## src/rtl/ahb_pkg.sv

```systemverilog
// ahb_pkg: shared AHB-Lite encodings and the DMA copy-engine state type.
package ahb_pkg;
    localparam logic [1:0] HTRANS_IDLE   = 2'b00;
    localparam logic [1:0] HTRANS_NONSEQ = 2'b10;
    localparam logic [2:0] HSIZE_WORD    = 3'b010;
    localparam logic [2:0] HBURST_SINGLE = 3'b000;

    typedef enum logic [2:0] {
        ST_IDLE,
        ST_RD_A,
        ST_RD_D,
        ST_WR_A,
        ST_WR_D,
        ST_DONE
    } dma_state_t;
endpackage

```

## src/rtl/ahblite_dma_master.sv

```systemverilog
// ahblite_dma_master: single-channel AHB-Lite master copying LEN words SRC -> DST
// with non-overlapped NONSEQ single transfers (4 cycles/word at zero wait).
// Optional build macro DMA_ERR_ABORT_EN: an HRESP error in a data phase aborts the copy
// and sets the sticky err flag; otherwise HRESP is ignored.
module ahblite_dma_master
    import ahb_pkg::*;
#(
    parameter int unsigned LEN_W     = 16,
    parameter logic [3:0]  HPROT_VAL = 4'b0011
) (
    input  logic             HCLK,
    input  logic             HRESETn,
    input  logic             start,
    input  logic [31:0]      src_addr,
    input  logic [31:0]      dst_addr,
    input  logic [LEN_W-1:0] len,
    output logic             busy,
    output logic             done,
    output logic             err,
    output logic [31:0]      HADDR,
    output logic [1:0]       HTRANS,
    output logic             HWRITE,
    output logic [2:0]       HSIZE,
    output logic [2:0]       HBURST,
    output logic [3:0]       HPROT,
    output logic             HMASTLOCK,
    output logic [31:0]      HWDATA,
    input  logic [31:0]      HRDATA,
    input  logic             HREADY,
    input  logic             HRESP
);

`ifdef DMA_ERR_ABORT_EN
    localparam bit ERR_ABORT_EN = 1'b1;
`else
    localparam bit ERR_ABORT_EN = 1'b0;
`endif

    dma_state_t       state_q;
    logic [31:0]      src_q;
    logic [31:0]      dst_q;
    logic [31:0]      buf_q;
    logic [LEN_W-1:0] rem_q;
    logic             busy_q;
    logic             err_q;

    logic             addr_rd;
    logic             addr_wr;
    logic             resp_err;

    assign addr_rd  = (state_q == ST_RD_A);
    assign addr_wr  = (state_q == ST_WR_A);
    assign resp_err = ERR_ABORT_EN && HRESP;

    assign HTRANS    = (addr_rd || addr_wr) ? HTRANS_NONSEQ : HTRANS_IDLE;
    assign HADDR     = addr_wr ? dst_q : src_q;
    assign HWRITE    = addr_wr;
    assign HWDATA    = buf_q;
    assign HSIZE     = HSIZE_WORD;
    assign HBURST    = HBURST_SINGLE;
    assign HPROT     = HPROT_VAL;
    assign HMASTLOCK = 1'b0;
    assign busy      = busy_q;
    assign done      = (state_q == ST_DONE);
    assign err       = err_q;

    // Copy sequencer: one read then one write per word, each phase held until HREADY.
    always_ff @(posedge HCLK or negedge HRESETn) begin
        if (!HRESETn) begin
            state_q <= ST_IDLE;
            src_q   <= '0;
            dst_q   <= '0;
            buf_q   <= '0;
            rem_q   <= '0;
            busy_q  <= 1'b0;
            err_q   <= 1'b0;
        end else begin
            case (state_q)
                ST_IDLE: if (start) begin
                    err_q <= 1'b0;
                    if (len != '0) begin
                        src_q   <= src_addr & ~32'd3;
                        dst_q   <= dst_addr & ~32'd3;
                        rem_q   <= len;
                        busy_q  <= 1'b1;
                        state_q <= ST_RD_A;
                    end else begin
                        state_q <= ST_DONE;
                    end
                end
                ST_RD_A: if (HREADY) state_q <= ST_RD_D;
                ST_RD_D: if (HREADY) begin
                    if (resp_err) begin
                        err_q   <= 1'b1;
                        state_q <= ST_DONE;
                    end else begin
                        buf_q   <= HRDATA;
                        state_q <= ST_WR_A;
                    end
                end
                ST_WR_A: if (HREADY) state_q <= ST_WR_D;
                ST_WR_D: if (HREADY) begin
                    if (resp_err) begin
                        err_q   <= 1'b1;
                        state_q <= ST_DONE;
                    end else begin
                        src_q   <= src_q + 32'd4;
                        dst_q   <= dst_q + 32'd4;
                        rem_q   <= rem_q - LEN_W'(1);
                        state_q <= (rem_q == LEN_W'(1)) ? ST_DONE : ST_RD_A;
                    end
                end
                ST_DONE: begin
                    busy_q  <= 1'b0;
                    state_q <= ST_IDLE;
                end
                default: state_q <= ST_IDLE;
            endcase
        end
    end

endmodule

```

## config.mk

```make
export PLATFORM = sky130hd
export DESIGN_NAME = ahblite_dma_master
export DESIGN_NICKNAME = d
export VERILOG_FILES = /design/src/rtl/ahb_pkg.sv /design/src/rtl/ahblite_dma_master.sv
export SDC_FILE = /design/constraint.sdc
export NUM_CORES = 1
export LEC_CHECK = 0
export BUFFER_PORTS_ARGS = -buffer_cell sky130_fd_sc_hd__buf_2
export CORE_MARGIN = 2
export CORE_UTILIZATION = 48
export DETAILED_ROUTE_END_ITERATION = 6
export GPL_TIMING_DRIVEN = 0
export PLACE_DENSITY_LB_ADDON = 0.2
export SYNTH_ARGS = -nofsm -noshare
export SYNTH_HDL_FRONTEND = slang
export SYNTH_SLANG_ARGS = --single-unit
```

## constraint.sdc

```tcl
create_clock -name HCLK -period 1.9 [get_ports HCLK]
set_input_delay 0.57 -clock HCLK [delete_from_list [all_inputs] [get_ports HCLK]]
set_output_delay 0.57 -clock HCLK [all_outputs]
set_load 0.005 [all_outputs]
```

==> results of run 1 <==
[Yosys cell counts, drive strengths merged, types with 4 or more instances]
master	number	share of area
nand3	29	0.022
o22ai	24	0.022
mux2	55	0.092
dfrtp	112	0.41
o2bb2a	7	0.012
o21ai	60	0.044
or3	4	0.0044
ha	4	0.0074
a22o	4	0.0052
clkbuf	29	0.016
buf	39	0.035
a2bb2oi	13	0.017
a21oi	76	0.056
nand2	66	0.037
a22oi	11	0.012
and2	5	0.0046
and3	20	0.019
nor3	15	0.012
nor4	13	0.018
nor2	56	0.031
o2bb2ai	5	0.0065
a211oi	4	0.0044
inv	16	0.0089
nand4	20	0.020
a31oi	15	0.014
o22a	11	0.014
[final timing paths]
kind | startpoint | to | slack, ns | depth (start not counted)
min in group HCLK | HRDATA[25] | HWDATA[25] | 0.43 | 2
min | HRESETn | HWDATA[23] | 0.07 | 1
min reg2reg | rem_q[14] | rem_q[14] | 0.49 | 1
max reg2reg | state_q[2] | src_q[28] | -0.30 | 9
max | state_q[2] | HADDR[20] | -0.48 | 6
max in group asynchronous | HRESETn | dst_q[8] | 1.09 | 2
[critical path, delay by kind of cell (launching register included)]
family,cells,cell delay (ns)
buffers and inverters,3,0.46
flip-flops,1,0.41
multiplexers,1,0.28
AND/OR/NAND/NOR,2,0.28
[final cells by class]
type                    count  area share
plain buffers              66     0.06587
clock buffers               9     0.02348
clock inverters             7    0.008608
inverters                  16    0.006261
multi-input cells         571      0.4388
flip-flops and latches    112      0.2924
well taps                 180     0.02348
repair buffers            214      0.1411
[routing by layer]
layer | up-vias | routed length [microns] | global-route usage
met3 | 111 | 3457 | 0.07667
met2 | 576 | 12070 | 0.5190
li1 | 3276 | - | -
met1 | 3660 | 10040 | 0.4447
met5 | - | 0 | 0
met4 | 0 | 1212 | 0.1509
[sequential cells by signal (all words and copies together) (netlist names)]
signal and count:
state_q 3, rem_q 16, HWDATA 32, src_q 30, dst_q 30, busy 1
[kinds of logic after synthesis]
group                    count (synthesis)
flip-flops                             112
other                                    2
XOR/XNOR                                 1
AND/OR/NAND/NOR                        240
AO/OA/AOI/OAI                          254
multiplexers                            57
adder cells (fa/ha/maj)                  4
buffers and inverters                   84
[power by group through the flow]
stage	combinational, mW	sequential (mW)	clock (mW)
floorplan	3.96	4.47	0
global placement	6.06	4.72	0
detailed placement	6.14	4.74	0
CTS	7.16	4.77	2.02
global route	8.96	5.08	2.12
finish	8.46	4.95	2.01
[stage by stage]
| stage | setup TNS, ns | cells |
|---|---|---|
| 4_1_cts | -14.49 | 1157 |
| 2_1_floorplan | 0 | 767 |
| 3_5_place_dp | -54.84 | 1124 |
| 6_report | -27.45 | 1175 |
| 3_3_place_gp | -187.55 | 1123 |
| 5_1_grt | -32.33 | 1175 |
[what timing repair did]
action	4_1_cts	5_1_grt
gates cloned	4	4
setup endpoints to repair	141	139
pin swaps	14	21
setup buffers	15	14
resized for setup	137	113
==> impl_metrics.tcl, run 1 <==
set metrics [dict create \
    cts_max_level 3 \
    setup_violations 108 \
    pwr-share-seq 0.321 \
    synth_xor_area_frac 0.001295 \
    layout_commonest_cell "buf_2" \
    num_io_pins 198 \
    ctsLongestPathBuffers 2 \
    final_cell_mix "180 x buf_2, 110 x dfrtp_1, 65 x nand2_1" \
    synth_top_family_by_area "compound AO/OA/AOI/OAI gates" \
    rsz0062_at_grt "yes" \
    fillers 1093 \
    utilization 0.6938 \
    drc_errors 2 \
    ir_drop_mv 0.7699 \
    ys_seq_area_frac 0.4144 \
    status "finished with violations" \
    numCtsBuffers 9 \
    drv_slew 0 \
    clock_latency_ns 0.37 \
    synth-warning-count 0 \
    slew_headroom 0.5891 \
    clkTransAtPathRegs_ns 0.08 \
    core_sq_um 13830 \
    layout.nets 1111 \
    path_cells "clkbuf_8 > nor2b_4 > nand2_8 > buf_12 > mux2_2 > buf_2" \
    tightestPinTransition_ns 0.6163 \
    port_buffers 176 \
    synth-simple-area-share 0.1819 \
    violations "DRC, setup timing" \
    critPathCaptureType "output pin" \
    path_max_fanout 10 \
    hold_violations 0 \
    ys_seq_elements 112 \
    grt-ovfl-total 0 \
    maxCapViolCount 0 \
    wirelength_microns 26780 \
    internal-power_mw 8.682 \
    critPathMaxStageDelay_ns 0.41 \
    num_rows 43 \
    initial_core_util 0.4891 \
    dpl_worst_slack_ns -0.6701 \
    combPwrFrac 0.549 \
    cts_tree "yes" \
    die-width_microns 122.7 \
    dr_total_vias 7623 \
    vias_per_cell 6.488 \
    clock-sinks 112 \
    leakage_nw 4.169 \
    first_iter_violations 1020 \
    wl_per_cell_microns 22.79 \
    ant_nets 0 \
    multi_input_area_sq_um 4209 \
    cts_hold_buffers 0 \
    yosysUniqueCellTypes 63 \
    arrival_ns 1.81 \
    fin_area_sq_um 9593 \
    hold_class "in -> async" \
    synth_compound_area_frac 0.2398 \
    fp.dieH_microns 122.7 \
    worst_slack_ns -0.4826 \
    period_share 1.254 \
    start_kind "register" \
    netlist_instances 754 \
    syn_area_sq_um 6763 \
    first_pass_iters 7 \
    worstSetupPathType "reg -> out" \
    critPathRequiredTime_ns 1.33 \
    grt_max_degree 82 \
    clock-root-buffer "clkbuf_16" \
    syn_area_per_cell_sq_um 8.969 \
    synth_fa_ha_area_frac 0.007401 \
    swShare 0.4371 \
    cp_slowest_cell "dfrtp_1" \
    skew_ns 0.009511 \
    die-area_sq_um 15050 \
    grt_usage 0.3342 \
    drive_gt1_frac 0.4533 \
    dp_hpwl_microns 17080 \
    seq_area_sq_um 2805 \
    finalCriticalPeriod_ns 2.383 \
    clkPwrFrac 0.130 \
    placed_area_sq_um 7988 \
    synthMuxAreaShare 0.09454 \
    p_total_mw 15.42 \
    synth_edf_count 0 \
    grt_pass1_vias 6828 \
    synthArstFlopShare 1.000 \
    antenna_found_initial 0 \
    antenna_cells 0 \
    syn_to_final_growth_pct 41.85 \
    ys.flop_type "dfrtp_1" \
    p_per_area_nw_per_um2 1608 \
    power.switching_mw 6.740 \
    hold_ws_ns 0.07375 \
    max_freq_ghz 0.4197 \
    grt_pass1_wl_microns 37920 \
    gp_congestion 0.9879 \
]
(Power assumes the default switching activity.)
==> inputs of run 2 (changes only) <==
--- a/config.mk
+++ b/config.mk
@@ -6,10 +6,11 @@
 export NUM_CORES = 1
 export LEC_CHECK = 0
-export BUFFER_PORTS_ARGS = -buffer_cell sky130_fd_sc_hd__buf_2
 export CORE_MARGIN = 2
-export CORE_UTILIZATION = 48
+export CORE_UTILIZATION = 58
 export DETAILED_ROUTE_END_ITERATION = 6
+export DONT_BUFFER_PORTS = 1
 export GPL_TIMING_DRIVEN = 0
 export PLACE_DENSITY_LB_ADDON = 0.2
+export SETUP_SLACK_MARGIN = 0.1
 export SYNTH_ARGS = -nofsm -noshare
 export SYNTH_HDL_FRONTEND = slang
==> constraint.sdc (replaced) <==
create_clock -name HCLK -period 1.9 [get_ports HCLK]
set_input_delay 0.57 -clock HCLK [delete_from_list [all_inputs] [get_ports HCLK]]
set_output_delay 0.57 -clock HCLK [all_outputs]
set_load 0.05 [all_outputs]
==> impl_metrics.tcl, run 2 (synthesized netlist as in run 1, its figures left out) <==
set metrics [dict create \
    clock-sinks 112 \
    largest_reg_flops 32 \
    maxCapViolCount 0 \
    drv_slew 0 \
    dp.cells 910 \
    hold_violations 112 \
    combPwrFrac 0.576 \
    ir_drop_mv 1.438 \
    wl_per_cell_microns 31.84 \
    num_io_pins 198 \
    max_freq_ghz 0.3630 \
    grt_usage 0.4512 \
    first_iter_violations 1246 \
    numCtsBuffers 9 \
    syn_to_final_growth_pct 46.48 \
    critPathCaptureType "output pin" \
    pwr-share-seq 0.325 \
    skew_ns 0.007361 \
    cts_max_level 3 \
    period_share 1.450 \
    leakage_nw 3.957 \
    start_kind "register" \
    hold_ws_ns -0.1143 \
    startpoint "state_q[2]" \
    slew_headroom 0.5646 \
    final_cell_mix "105 x dfrtp_1, 59 x nand2_1, 42 x buf_4" \
    drc_errors 0 \
    drive_gt1_frac 0.4489 \
    clkPwrFrac 0.099 \
    ant_nets 0 \
    fp.dieH_microns 112.0 \
    p_per_area_nw_per_um2 1989 \
    utilization 0.8675 \
    vias_per_cell 7.714 \
    fin_cells 994 \
    antenna_cells 0 \
    timing.rr.start "state_q[0]" \
    clock-root-buffer "clkbuf_16" \
    tns_ns -56.44 \
    gp_congestion 0.9583 \
    clock_latency_ns 0.37 \
    worst_slack_ns -0.8552 \
    dr_total_vias 7668 \
    worstSetupPathType "reg -> out" \
    rsz0062_at_grt "yes" \
    power.switching_mw 10.54 \
    die-width_microns 112.0 \
    core_sq_um 11420 \
    dpl_worst_slack_ns -0.6019 \
    num_rows 39 \
    setup_violations 109 \
    port_buffers 0 \
    grt_pass1_wl_microns 43160 \
    dp_hpwl_microns 17330 \
    hold_class "in -> async" \
    grt_max_degree 113 \
    internal-power_mw 9.163 \
    first_pass_iters 7 \
    grt-ovfl-total 0 \
    layout_commonest_cell "dfrtp_1" \
    critPathRequiredTime_ns 1.33 \
    violations "hold timing, setup timing" \
    ctsLongestPathBuffers 2 \
    r2r_setup_slack_ns -0.64 \
    tightestPinTransition_ns 0.6481 \
    clkTransAtPathRegs_ns 0.08 \
    grt_pass1_vias 7545 \
    reg2regPathDepth 11 \
    wirelength_microns 31650 \
    status "finished with violations" \
    path_max_fanout 6 \
    die-area_sq_um 12540 \
    layout.nets 967 \
    arrival_ns 2.19 \
    cts_tree "yes" \
    swShare 0.5350 \
    antenna_found_initial 0 \
    finalCriticalPeriod_ns 2.755 \
    initial_core_util 0.5923 \
]
-- run 2: cell types whose count changed in the layout (fill, tap and decap cells not counted), moves of 9 or more --
cell,previous run,this run
mux2_2,55,35
mux2_4,0,20
a21oi_1,53,37
buf_6,10,29
buf_4,51,42
a21oi_2,17,28
buf_2,180,1
-- run 2: metal layers --
| layer | up-vias | global-route usage | wire length [microns] |
|---|---|---|---|
| met5 | - | 0 | 0 |
| met4 | 0 | 0.3000 | 2794 |
| met3 | 282 | 0.1421 | 4760 |
| met2 | 823 | 0.7067 | 13890 |
| met1 | 3588 | 0.5357 | 10200 |
| li1 | 2975 | - | - |
-- run 2: critical path, cell delays in order (launching register included) --
cell and delay [ns]:
dfrtp_1 0.42, clkbuf_8 0.16, nor2b_4 0.39, nand2_8 0.16, buf_12 0.19, clkinvlp_4 0.23
nand2_2 0.10, o21ai_4 0.17
-- run 2: worst paths after layout --
check,to
worst max register to register,rem_q[12]
worst min-delay path,src_q[24]
max in group asynchronous,dst_q[12]
worst max-delay path,HADDR[30]
worst min register to register,src_q[30]
min in group HCLK,HWDATA[13]
-- run 2: power by group through the flow --
stage / sequential, mW / clock, mW / combinational [mW]
after detailed placement: 6.11 / 0 / 7.45
after floorplan: 5.71 / 0 / 6.15
after global placement: 6.06 / 0 / 7.25
after CTS: 6.19 / 1.89 / 9.93
final: 6.40 / 1.95 / 11.4
after global routing: 6.50 / 2.01 / 11.6
-- run 2: metrics by stage --
step / hold WS [ns] / power (mW) / instance area (sq um)
final: -0.1143 / 19.70 / 9906
after global routing: -0.1154 / 20.09 / 9906
after CTS: -0.1049 / 18.00 / 9266
after detailed placement: 0.2771 / 13.56 / 7237
after global placement: 0.2773 / 13.31 / 7237
after floorplan: 0.2744 / 11.86 / 7058
-- run 2: layout make-up --
class	instances	area (sq um)
well taps	143	178.9
clock buffers	9	225.2
repair buffers	67	884.6
inverters	16	63.81
multi-input cells	572	4761
plain buffers	68	914.6
clock inverters	7	66.31
flip-flops and latches	112	2811
fillers	528	1513
-- run 2: what timing repair did --
| action | 4_1_cts | 5_1_grt |
|---|---|---|
| setup buffers | 36 | 17 |
| resized for setup | 278 | 117 |
| hold endpoints to repair | 112 | 112 |
| pin swaps | 46 | 19 |
| setup endpoints to repair | 143 | 140 |
| gates cloned | 15 | 1 |
